### src/rtl/rr_arb_pkg.sv
`default_nettype none
// +----------------------------------------------------------------------------+
// | rr_arb_pkg                                                                 |
// | Shared types, defaults and helpers for the round-robin requester front end.|
// | Rev 1.0                                                                    |
// +----------------------------------------------------------------------------+
package rr_arb_pkg;

  localparam int DEF_N         = 4;
  localparam int DEF_MAX_PEND  = 7;
  localparam int DEF_BURST_LEN = 4;

  typedef enum logic [1:0] {
    ST_IDLE = 2'd0,
    ST_REQ  = 2'd1,
    ST_OWN  = 2'd2,
    ST_REL  = 2'd3
  } client_state_t;

  // True when at most one bit is set; callers zero-extend narrower vectors.
  function automatic logic is_onehot0(input logic [31:0] v);
    return (v & (v - 32'd1)) == 32'd0;
  endfunction

endpackage
`default_nettype wire

### src/rtl/rr_arb_requester_if.sv
`default_nettype none
// +----------------------------------------------------------------------------+
// | rr_arb_requester_if                                                        |
// | Client job push, arbiter req/grant and ownership status bundle.            |
// | Rev 1.0                                                                    |
// +----------------------------------------------------------------------------+
interface rr_arb_requester_if
  import rr_arb_pkg::*;
#(
  parameter int N = DEF_N
) ();

  logic [N-1:0] job_push;
  logic [N-1:0] job_ready;
  logic [N-1:0] req;
  logic [N-1:0] grant;
  logic [N-1:0] beat_valid;
  logic [N-1:0] done;
  logic         err_grant;
  logic         err_overflow;

  // Environment side: clients pushing jobs and the arbiter returning grants.
  modport master (
    output job_push,
    output grant,
    input  job_ready,
    input  req,
    input  beat_valid,
    input  done,
    input  err_grant,
    input  err_overflow
  );

  modport slave (
    input  job_push,
    input  grant,
    output job_ready,
    output req,
    output beat_valid,
    output done,
    output err_grant,
    output err_overflow
  );

endinterface
`default_nettype wire

### src/rtl/rr_arb_client.sv
`default_nettype none
// +----------------------------------------------------------------------------+
// | rr_arb_client                                                              |
// | One requester: job queue counter, request/own/release FSM, beat counter.   |
// | Rev 1.0                                                                    |
// +----------------------------------------------------------------------------+
module rr_arb_client
  import rr_arb_pkg::*;
#(
  parameter int MAX_PEND  = DEF_MAX_PEND,
  parameter int BURST_LEN = DEF_BURST_LEN
) (
  input  wire logic clk,
  input  wire logic rstn,
  input  wire logic i_push,
  input  wire logic i_grant,
  output logic      o_ready,
  output logic      o_req,
  output logic      o_beat_valid,
  output logic      o_done,
  output logic      o_overflow
);

  localparam int c_pend_w = $clog2(MAX_PEND + 1);
  localparam int c_beat_w = (BURST_LEN > 1) ? $clog2(BURST_LEN) : 1;
  localparam logic [c_pend_w-1:0] c_pend_max  = c_pend_w'(MAX_PEND);
  localparam logic [c_pend_w-1:0] c_pend_one  = c_pend_w'(1);
  localparam logic [c_beat_w-1:0] c_beat_last = c_beat_w'(BURST_LEN - 1);
  localparam logic [c_beat_w-1:0] c_beat_one  = c_beat_w'(1);

  client_state_t       r_state;
  client_state_t       w_state_nxt;
  logic [c_pend_w-1:0] r_pend;
  logic [c_pend_w-1:0] w_pend_nxt;
  logic [c_beat_w-1:0] r_beat;
  logic [c_beat_w-1:0] w_beat_nxt;
  logic                w_last;
  logic                w_ready;
  logic                w_accept;
  logic                w_has_work;

  assign w_last     = (r_state == ST_OWN) && (r_beat == c_beat_last);
  // A completing job frees its slot in the same cycle, so a full queue can
  // still take a push while its last beat is on the bus.
  assign w_ready    = (r_pend != c_pend_max) || w_last;
  assign w_accept   = i_push && w_ready;
  assign w_has_work = (r_pend != '0);

  always_comb begin
    w_pend_nxt = r_pend;
    case ({w_accept, w_last})
      2'b10:   w_pend_nxt = r_pend + c_pend_one;
      2'b01:   w_pend_nxt = r_pend - c_pend_one;
      default: w_pend_nxt = r_pend;
    endcase
  end

  always_comb begin
    w_state_nxt = r_state;
    w_beat_nxt  = r_beat;
    case (r_state)
      ST_IDLE: begin
        if (w_has_work) begin
          w_state_nxt = ST_REQ;
        end
      end
      ST_REQ: begin
        if (i_grant) begin
          w_state_nxt = ST_OWN;
          w_beat_nxt  = '0;
        end
      end
      ST_OWN: begin
        // Losing the grant before the final beat abandons the tenure; the job
        // stays queued and is retried after the release cycle.
        if (w_last || !i_grant) begin
          w_state_nxt = ST_REL;
          w_beat_nxt  = '0;
        end else begin
          w_beat_nxt = r_beat + c_beat_one;
        end
      end
      ST_REL: begin
        w_state_nxt = w_has_work ? ST_REQ : ST_IDLE;
      end
      default: begin
        w_state_nxt = ST_IDLE;
        w_beat_nxt  = '0;
      end
    endcase
  end

  always_ff @(posedge clk or negedge rstn) begin
    if (!rstn) begin
      r_state <= ST_IDLE;
      r_pend  <= '0;
      r_beat  <= '0;
    end else begin
      r_state <= w_state_nxt;
      r_pend  <= w_pend_nxt;
      r_beat  <= w_beat_nxt;
    end
  end

  assign o_ready      = w_ready;
  assign o_req        = (r_state == ST_REQ) || (r_state == ST_OWN);
  assign o_beat_valid = (r_state == ST_OWN);
  assign o_done       = w_last;
  assign o_overflow   = i_push && !w_ready;

endmodule
`default_nettype wire

### src/rtl/rr_arb_requester.sv
`default_nettype none
// +----------------------------------------------------------------------------+
// | rr_arb_requester                                                           |
// | N-client requester front end for the round-robin arbiter with grant checks.|
// | Rev 1.0                                                                    |
// +----------------------------------------------------------------------------+
module rr_arb_requester
  import rr_arb_pkg::*;
#(
  parameter int N         = DEF_N,
  parameter int MAX_PEND  = DEF_MAX_PEND,
  parameter int BURST_LEN = DEF_BURST_LEN
) (
  input  wire logic         clk,
  input  wire logic         rstn,
  rr_arb_requester_if.slave bus
);

  logic [N-1:0] w_grant_eff;
  logic [N-1:0] w_req;
  logic [N-1:0] w_ready;
  logic [N-1:0] w_beat_valid;
  logic [N-1:0] w_done;
  logic [N-1:0] w_overflow;
  logic         w_grant_legal;
  logic         w_grant_bad;
  logic         r_err_grant;
  logic         r_err_overflow;

  // A malformed grant vector is discarded entirely rather than partially used.
  assign w_grant_legal = is_onehot0(32'(bus.grant));
  assign w_grant_eff   = w_grant_legal ? bus.grant : '0;
  assign w_grant_bad   = !w_grant_legal || ((bus.grant & ~w_req) != '0);

  generate
    for (genvar gi = 0; gi < N; gi++) begin : g_client
      rr_arb_client #(
        .MAX_PEND  (MAX_PEND),
        .BURST_LEN (BURST_LEN)
      ) u_client (
        .clk          (clk),
        .rstn         (rstn),
        .i_push       (bus.job_push[gi]),
        .i_grant      (w_grant_eff[gi]),
        .o_ready      (w_ready[gi]),
        .o_req        (w_req[gi]),
        .o_beat_valid (w_beat_valid[gi]),
        .o_done       (w_done[gi]),
        .o_overflow   (w_overflow[gi])
      );
    end
  endgenerate

  always_ff @(posedge clk or negedge rstn) begin
    if (!rstn) begin
      r_err_grant    <= 1'b0;
      r_err_overflow <= 1'b0;
    end else begin
      if (w_grant_bad) begin
        r_err_grant <= 1'b1;
      end
      if (|w_overflow) begin
        r_err_overflow <= 1'b1;
      end
    end
  end

  assign bus.req          = w_req;
  assign bus.job_ready    = w_ready;
  assign bus.beat_valid   = w_beat_valid;
  assign bus.done         = w_done;
  assign bus.err_grant    = r_err_grant;
  assign bus.err_overflow = r_err_overflow;

endmodule
`default_nettype wire
### src/flat_wrapper.sv
// flat-port wrapper written by rule: the top's interface ports become plain ports
module rr_arb_requester_flat import rr_arb_pkg::*;
#(
  parameter int N         = DEF_N,
  parameter int MAX_PEND  = DEF_MAX_PEND,
  parameter int BURST_LEN = DEF_BURST_LEN
)
  (clk, rstn, bus_job_push, bus_grant, bus_job_ready, bus_req, bus_beat_valid, bus_done, bus_err_grant, bus_err_overflow);
  rr_arb_requester_if #(.N(N)) bus_i ();
  input  wire logic clk;
  input  wire logic rstn;
  input wire logic [$bits(bus_i.job_push)-1:0] bus_job_push;
  input wire logic [$bits(bus_i.grant)-1:0] bus_grant;
  output wire logic [$bits(bus_i.job_ready)-1:0] bus_job_ready;
  output wire logic [$bits(bus_i.req)-1:0] bus_req;
  output wire logic [$bits(bus_i.beat_valid)-1:0] bus_beat_valid;
  output wire logic [$bits(bus_i.done)-1:0] bus_done;
  output wire logic [$bits(bus_i.err_grant)-1:0] bus_err_grant;
  output wire logic [$bits(bus_i.err_overflow)-1:0] bus_err_overflow;
  assign bus_i.job_push = bus_job_push;
  assign bus_i.grant = bus_grant;
  assign bus_job_ready = bus_i.job_ready;
  assign bus_req = bus_i.req;
  assign bus_beat_valid = bus_i.beat_valid;
  assign bus_done = bus_i.done;
  assign bus_err_grant = bus_i.err_grant;
  assign bus_err_overflow = bus_i.err_overflow;
  rr_arb_requester #(.N(N), .MAX_PEND(MAX_PEND), .BURST_LEN(BURST_LEN)) u_core (.clk(clk), .rstn(rstn), .bus(bus_i));
endmodule
### config.mk
export PLATFORM = sky130hd
export DESIGN_NAME = rr_arb_requester_flat
export DESIGN_NICKNAME = d
export VERILOG_FILES = /design/src/rtl/rr_arb_pkg.sv /design/src/rtl/rr_arb_requester_if.sv /design/src/rtl/rr_arb_client.sv /design/src/rtl/rr_arb_requester.sv /design/src/flat_wrapper.sv
export SDC_FILE = /design/constraint.sdc
export NUM_CORES = 1
export LEC_CHECK = 0
export CAP_MARGIN = 5
export CELL_PAD_IN_SITES_DETAIL_PLACEMENT = 1
export CELL_PAD_IN_SITES_GLOBAL_PLACEMENT = 2
export CORE_ASPECT_RATIO = 1.75
export CORE_MARGIN = 5
export CORE_UTILIZATION = 36
export DETAILED_ROUTE_END_ITERATION = 10
export PLACE_DENSITY_LB_ADDON = 0.1
export SYNTH_ARGS = -nofsm -noshare
export SYNTH_HDL_FRONTEND = slang
export SYNTH_SLANG_ARGS = --single-unit
export TNS_END_PERCENT = 1
### constraint.sdc
create_clock -name clk -period 2.5 [get_ports clk]
set_input_delay 0.5 -clock clk [delete_from_list [all_inputs] [get_ports clk]]
set_output_delay 0.5 -clock clk [all_outputs]
set_load 0.03 [all_outputs]
== Yosys cells after proc, flatten, opt, wreduce, memory -nomap -nowiden ==
Cells that the tools add are included.

* Add/sub/neg operators: 13
* Multiply operators: 0
* Divide/modulo/power cells: 0
* Magnitude comparators: 0
* Equality and inequality tests: 40
* Shifts and indexed selects: 0
* Multiplexer cells: 37
* Bitwise logic cells: 3
* Reductions and logical operators: 61

{| class="wikitable"
|+ Operators with widths
! cell !! count
|-
| $mux 2 || 20
|-
| $and 4x32->32 || 1
|-
| $eq 2x2->1 const B || 16
|-
| $logic_not 32->1 || 1
|-
| $pmux 2 s4 || 4
|-
| $pmux 3 s2 || 4
|-
| $eq 2x1->1 const B || 8
|-
| $ne 2x1->1 const B || 8
|-
| $pmux 2 s2 || 4
|-
| $reduce_bool 2->1 || 8
|-
| $logic_or 1x1->1 || 13
|-
| $add 3x1->3 const B || 4
|-
| $logic_and 1x1->1 || 12
|-
| $ne 3x3->1 const B || 4
|-
| $reduce_and 3->1 || 4
|-
| $reduce_bool 3->1 || 4
|-
| $sub 3x1->3 const B || 4
|-
| $logic_not 1->1 || 9
|-
| $add 2x1->2 const B || 4
|-
| $logic_not 2->1 || 4
|-
| $ne 2x2->1 const B || 4
|-
| $reduce_and 2->1 || 4
|-
| $sub 4x1->5 const B || 1
|-
| $and 4x4->4 || 1
|-
| 5 further kinds || 8
|}

* Flip-flop bits (word level): 30
* Latch bits: 0
* Memory bits (writable): 0
* ROM bits: 0
* Input port bits: 10
* Output and inout bits: 18
* Memories: 0

== Longest topological paths before layout ==
* Depth in word-level cells: 8
* Mapped depth: 11
* Depth with buffers taken out: 11

== Cells and area by module ==
Synthesis repeated with hierarchy kept, for this count alone.

* Cell total of the unflattened synthesis: 231
* Area total of the unflattened synthesis: 2411.1 um^2

{| class="wikitable"
|+ By module, submodules not included
! module !! times used !! cells an instance !! area an instance (um^2)
|-
| rr_arb_client || 4 || 53 || 565.5
|-
| rr_arb_requester || 1 || 19 || 148.9
|}

== Least setup slack after synthesis ==
No wires, ideal clock.

* Kind: flip-flop to flip-flop
* From: register u_core.g_client[0].u_client.r_state[0]
* To: register u_core.g_client[0].u_client.r_pend[2]
* Data arrival time: 2.194 ns
* Required time: 2.421 ns
* Path slack: 0.227 ns
* Cell stages (with the launch flop): 12
* Path buffers: 0
* Period minus slack after synthesis: 2.273 ns
* Cells stage by stage: dfrtp_1 > inv_1 > ha_1 > and2_1 > nand4b_1 > nand2_1 > ha_1 > inv_1 > fa_1 > xor2_1 > nor2_1 > xor2_1

* Longest elaborated chain between the ends: 6

{| class="wikitable"
|+ Ends and longest elaborated chain
! what !! line !! text
|-
| start: declaration || rr_arb_client.sv:31 || <nowiki>client_state_t r_state;</nowiki>
|-
| start signal: assignment || rr_arb_client.sv:99 || <nowiki>r_state <= w_state_nxt;</nowiki>
|-
| $eq 2x2->1 * || -- ||
|-
| via u_core.g_client[0].u_client.o_beat_valid || rr_arb_client.sv:19 || <nowiki>output logic o_beat_valid,</nowiki>
|-
| $logic_and 1x1->1 * || rr_arb_client.sv:42 || <nowiki>assign w_last = (r_state == ST_OWN) && (r_beat == c_beat_last);</nowiki>
|-
| via u_core.g_client[0].u_client.o_done || rr_arb_client.sv:20 || <nowiki>output logic o_done,</nowiki>
|-
| $logic_or 1x1->1 * || rr_arb_client.sv:45 || <nowiki>assign w_ready = (r_pend != c_pend_max) || w_last;</nowiki>
|-
| via u_core.g_client[0].u_client.o_ready || rr_arb_client.sv:17 || <nowiki>output logic o_ready,</nowiki>
|-
| $logic_and 1x1->1 * || rr_arb_client.sv:46 || <nowiki>assign w_accept = i_push && w_ready;</nowiki>
|-
| $eq 2x1->1 / $eq 2x2->1 (equally long branches) || rr_arb_client.sv:51 || <nowiki>case ({w_accept, w_last})</nowiki>
|-
| $pmux 3 s2 / $reduce_bool 2->1 (equally long branches) || -- ||
|-
| end signal: assignment || rr_arb_client.sv:100 || <nowiki>r_pend <= w_pend_nxt;</nowiki>
|-
| end: declaration || rr_arb_client.sv:33 || <nowiki>logic [c_pend_w-1:0] r_pend;</nowiki>
|}

Mark *: on every way through the listed nets, which the timed path passes. The rest lies on a longest branch.
A chain may end at the register's enable or synchronous reset.

== Worst setup path after layout ==
* From: register u_core.g_client[0].u_client.r_state[0]
* To: output port bus_req[0]

* Longest elaborated chain between the ends: 2

{| class="wikitable"
|+ Ends and longest elaborated chain
! what !! line !! text
|-
| $eq 2x1->1 / $eq 2x2->1 (equally long branches) || rr_arb_client.sv:106 || <nowiki>assign o_req = (r_state == ST_REQ) || (r_state == ST_OWN);</nowiki>
|-
| $logic_or 1x1->1 * || rr_arb_client.sv:106 ||
|-
| end: declaration || flat_wrapper.sv:15 || <nowiki>output wire logic [$bits(bus_i.req)-1:0] bus_req;</nowiki>
|}

Every way passes the cells marked *; elsewhere a longest branch is shown, timed or not.

==> impl_results.md <==
- CP peak stage delay: 0.69 ns
- Non-filler instance count after layout: 328
- Largest net degree at the start of global routing: 31
- Total GRT Usage: 0.132
- Critical Path RT: 2.00 ns
- Leakage power: 1.24 nW
- DRC violations left: 0
- Initial Utilization: 0.373
- Maxcap violations: 0
- DRT Wirelength: 4770 um
- Std cell rows: 37
- Flop-to-flop setup slack: 0.14 ns
- Vias per cell: 4.81
- Ys async rst share: 1.00
- Antenna diode count: 0
- Final design utilization: 0.450
- Hold endpoint: u_core.bus.err_grant
- Hold_ws: 0.494 ns
- Top FF cell, synth: dfrtp_1
- Post-synthesis sequential area ratio: 0.340
- Critical R2R Capture: u_core.g_client[0].u_client.r_pend[2]
- Status: finished clean
- YS warnings: 0
- Number of routed nets with antenna violations: 0
- Hold Crit Class: reg -> reg
- Worst r2r src: u_core.g_client[0].u_client.r_state[0]
- Crit path max fanout: 4
- EDFF count, synth: 0
- Mapped Cells: 217
- Nets@finish: 292
- Synth Net Count: 259
- Worst slew pin tran: 0.448 ns
- RSZ-0062 raised after global routing: true
- Avg WL per Cell: 14.5 um
- Worst setup EP type: output port
- Final Critical Period: 2.41 ns
- Area contributors post-synth: dfrtp_1 34%, ha_1 16%, inv_1 5.8%
- First-pass GRT wire length: 8320 um
- Die area: 0.00786 sq mm
- Reg2reg path depth: 11
- Htree depth: 2
- Drt initial violations: 32
- Number of cells on the worst hold path: 2
- Cell breakdown of the critical path: inv_1 > buf_4 > ha_1 > clkdlybuf4s50_1
- Synth Register Bits: 30
- Post-CTS Hold Fix Bufs: 0
- Worst-Skew Late Latency: 0.29 ns
- Remaining global-route overflow: 0
- Max clock buf depth: 2
- DP HPWL: 3900 um
- Rel. slew slack: 0.701
- # IOs: 28
- Sink Count: 30
- CTS tree: yes
- Clock transition at path regs: 0.07 ns
- CORE AREA: 0.00593 sq mm
- Final Hold Viols: 0
- Place WS: -0.0595 ns
- Detailed Routing Iterations Pass 1: 4
- Slowest CP cell: clkdlybuf4s50_1
- Final worst setup slack: 0.0938 ns
- Synth top area share: 0.340
- Critical path type: reg -> out
- Worst Clk Skew: 0.00356 ns
- Critical Path Start Type: flip-flop
- Vias: 1578
- Highest clock rate: 0.416 GHz
- Final setup fails: 0
- Initial antenna violation count: 0
- Placed insts: 315
- Synth area leader: dfrtp_1
- Root Driver: clkbuf_8
- Power density over the cells: 1170 mW/mm^2
- Number of global-route vias before repair: 1825
- Crit share post-route: 0.962
- Final GP Congestion: 0.672
- Cts bufs inserted: 5
- PortBufs: 27
- Post-synth top cells: 34 x inv_1, 30 x dfrtp_1, 28 x ha_1
- Share of cells above drive strength 1: 0.180
- Top-count cell post-synth: inv_1
- Worst IR Drop VDD: 0.000491 V
- Final max-slew violation count: 0
- Die Wd: 69.2 um
- Cell variety after synth: 30
- WP data arrival: 1.91 ns
- Synthesized area per cell: 10.2 sq um
- Synth Cell Area: 0.00221 sq mm
- Setup_tns: 0 ns
- P&R area growth vs syn: 20.6%
- Die Y: 114 um
- Worst hold path startpoint: u_core.bus.err_grant
## how the worst max path moves through the flow
stage | from | endpoint | slack (ns)
after CTS | u_core.g_client[3].u_client.r_state[0] | u_core.g_client[3].u_client.r_pend[2] | 0.01
after floorplan | u_core.g_client[0].u_client.r_state[0] | u_core.g_client[0].u_client.r_pend[2] | 0.23
final | u_core.g_client[0].u_client.r_state[0] | bus_req[0] | 0.09
after detailed placement | u_core.g_client[3].u_client.r_state[0] | u_core.g_client[3].u_client.r_pend[2] | -0.06
after global placement | u_core.g_client[3].u_client.r_state[0] | u_core.g_client[3].u_client.r_pend[2] | 0.07
after global routing | u_core.g_client[0].u_client.r_state[0] | u_core.g_client[0].u_client.r_pend[2] | -0.03
## what timing repair did
item,4_1_cts,5_1_grt
setup endpoints to repair,6,6
pin swaps,0,5
hold endpoints to repair,0,0
gates resized for setup,7,10
buffers inserted,0,6
## metal layers
metal  share of wire  GRT usage  vias to the layer above
li1                -          -                      757
met1            0.38      0.124                      785
met2            0.57      0.267                       28
met3           0.032     0.0326                        8
met4           0.017     0.0508                        0
met5               0          0                        -
## sequential cells by signal, summed over array words and instances (netlist names)
name / cells
u_core.bus.err_overflow: 1
u_core.g_client.u_client.r_state: 8
u_core.g_client.u_client.r_beat: 8
u_core.bus.err_grant: 1
u_core.g_client.u_client.r_pend: 12
## power breakdown
part | internal (mW) | switching [mW] | leakage [nW]
clock network | 0.192 | 0.187 | 0.0383
registers | 0.694 | 0.204 | 0.362
logic | 0.862 | 0.988 | 0.845
## per-stage QoR
step	power [mW]	instance area, sq um
global placement	2.62	2520
CTS	3.13	2600
finish	3.13	2660
floorplan	2.23	2210
global route	3.41	2660
detailed placement	2.74	2520
## final cells by class
class                   count  area [sq um]
fillers                   708          3260
flip-flops and latches     30           752
inverters                  34           128
multi-input cells         137          1230
repair buffers             42           378
clock buffers               7          76.3
well taps                  78          97.6
## worst max-delay path, delay by kind of cell (launching register included)
| family | cells | cell delay, ns |
|---|---|---|
| DFF | 1 | 0.39 |
| adders and majority gates | 1 | 0.32 |
| buffers and inverters | 3 | 0.90 |
## kinds of logic (layout without fill, tap and decap cells)
family,after synthesis,count (layout),share of synthesized area
AND/OR/NAND/NOR,53,53,0.156
adder cells (fa/ha/maj),33,33,0.199
AO/OA/AOI/OAI,25,25,0.0720
XOR/XNOR,12,12,0.0476
buffers and inverters,50,83,0.112
flip-flops,30,30,0.340
multiplexers,14,14,0.0725
## placed cells by master, fill, tap and decap left out, types with 4 or more instances in the layout
cell type and instances:
xnor2_1 4, ha_1 21, dlygate4sd2_1 4, nand2_1 22, mux2_1 4, dfrtp_1 29, fa_1 4, mux2i_1 7
o21ai_0 14, clkbuf_8 5, xor2_1 8, inv_1 31, nand4b_1 4, a21oi_1 5, buf_4 15, nor4b_4 4
ha_2 7, nor2_1 6, nor3_1 4, clkdlybuf4s50_1 23
(Power assumes the default switching activity.)
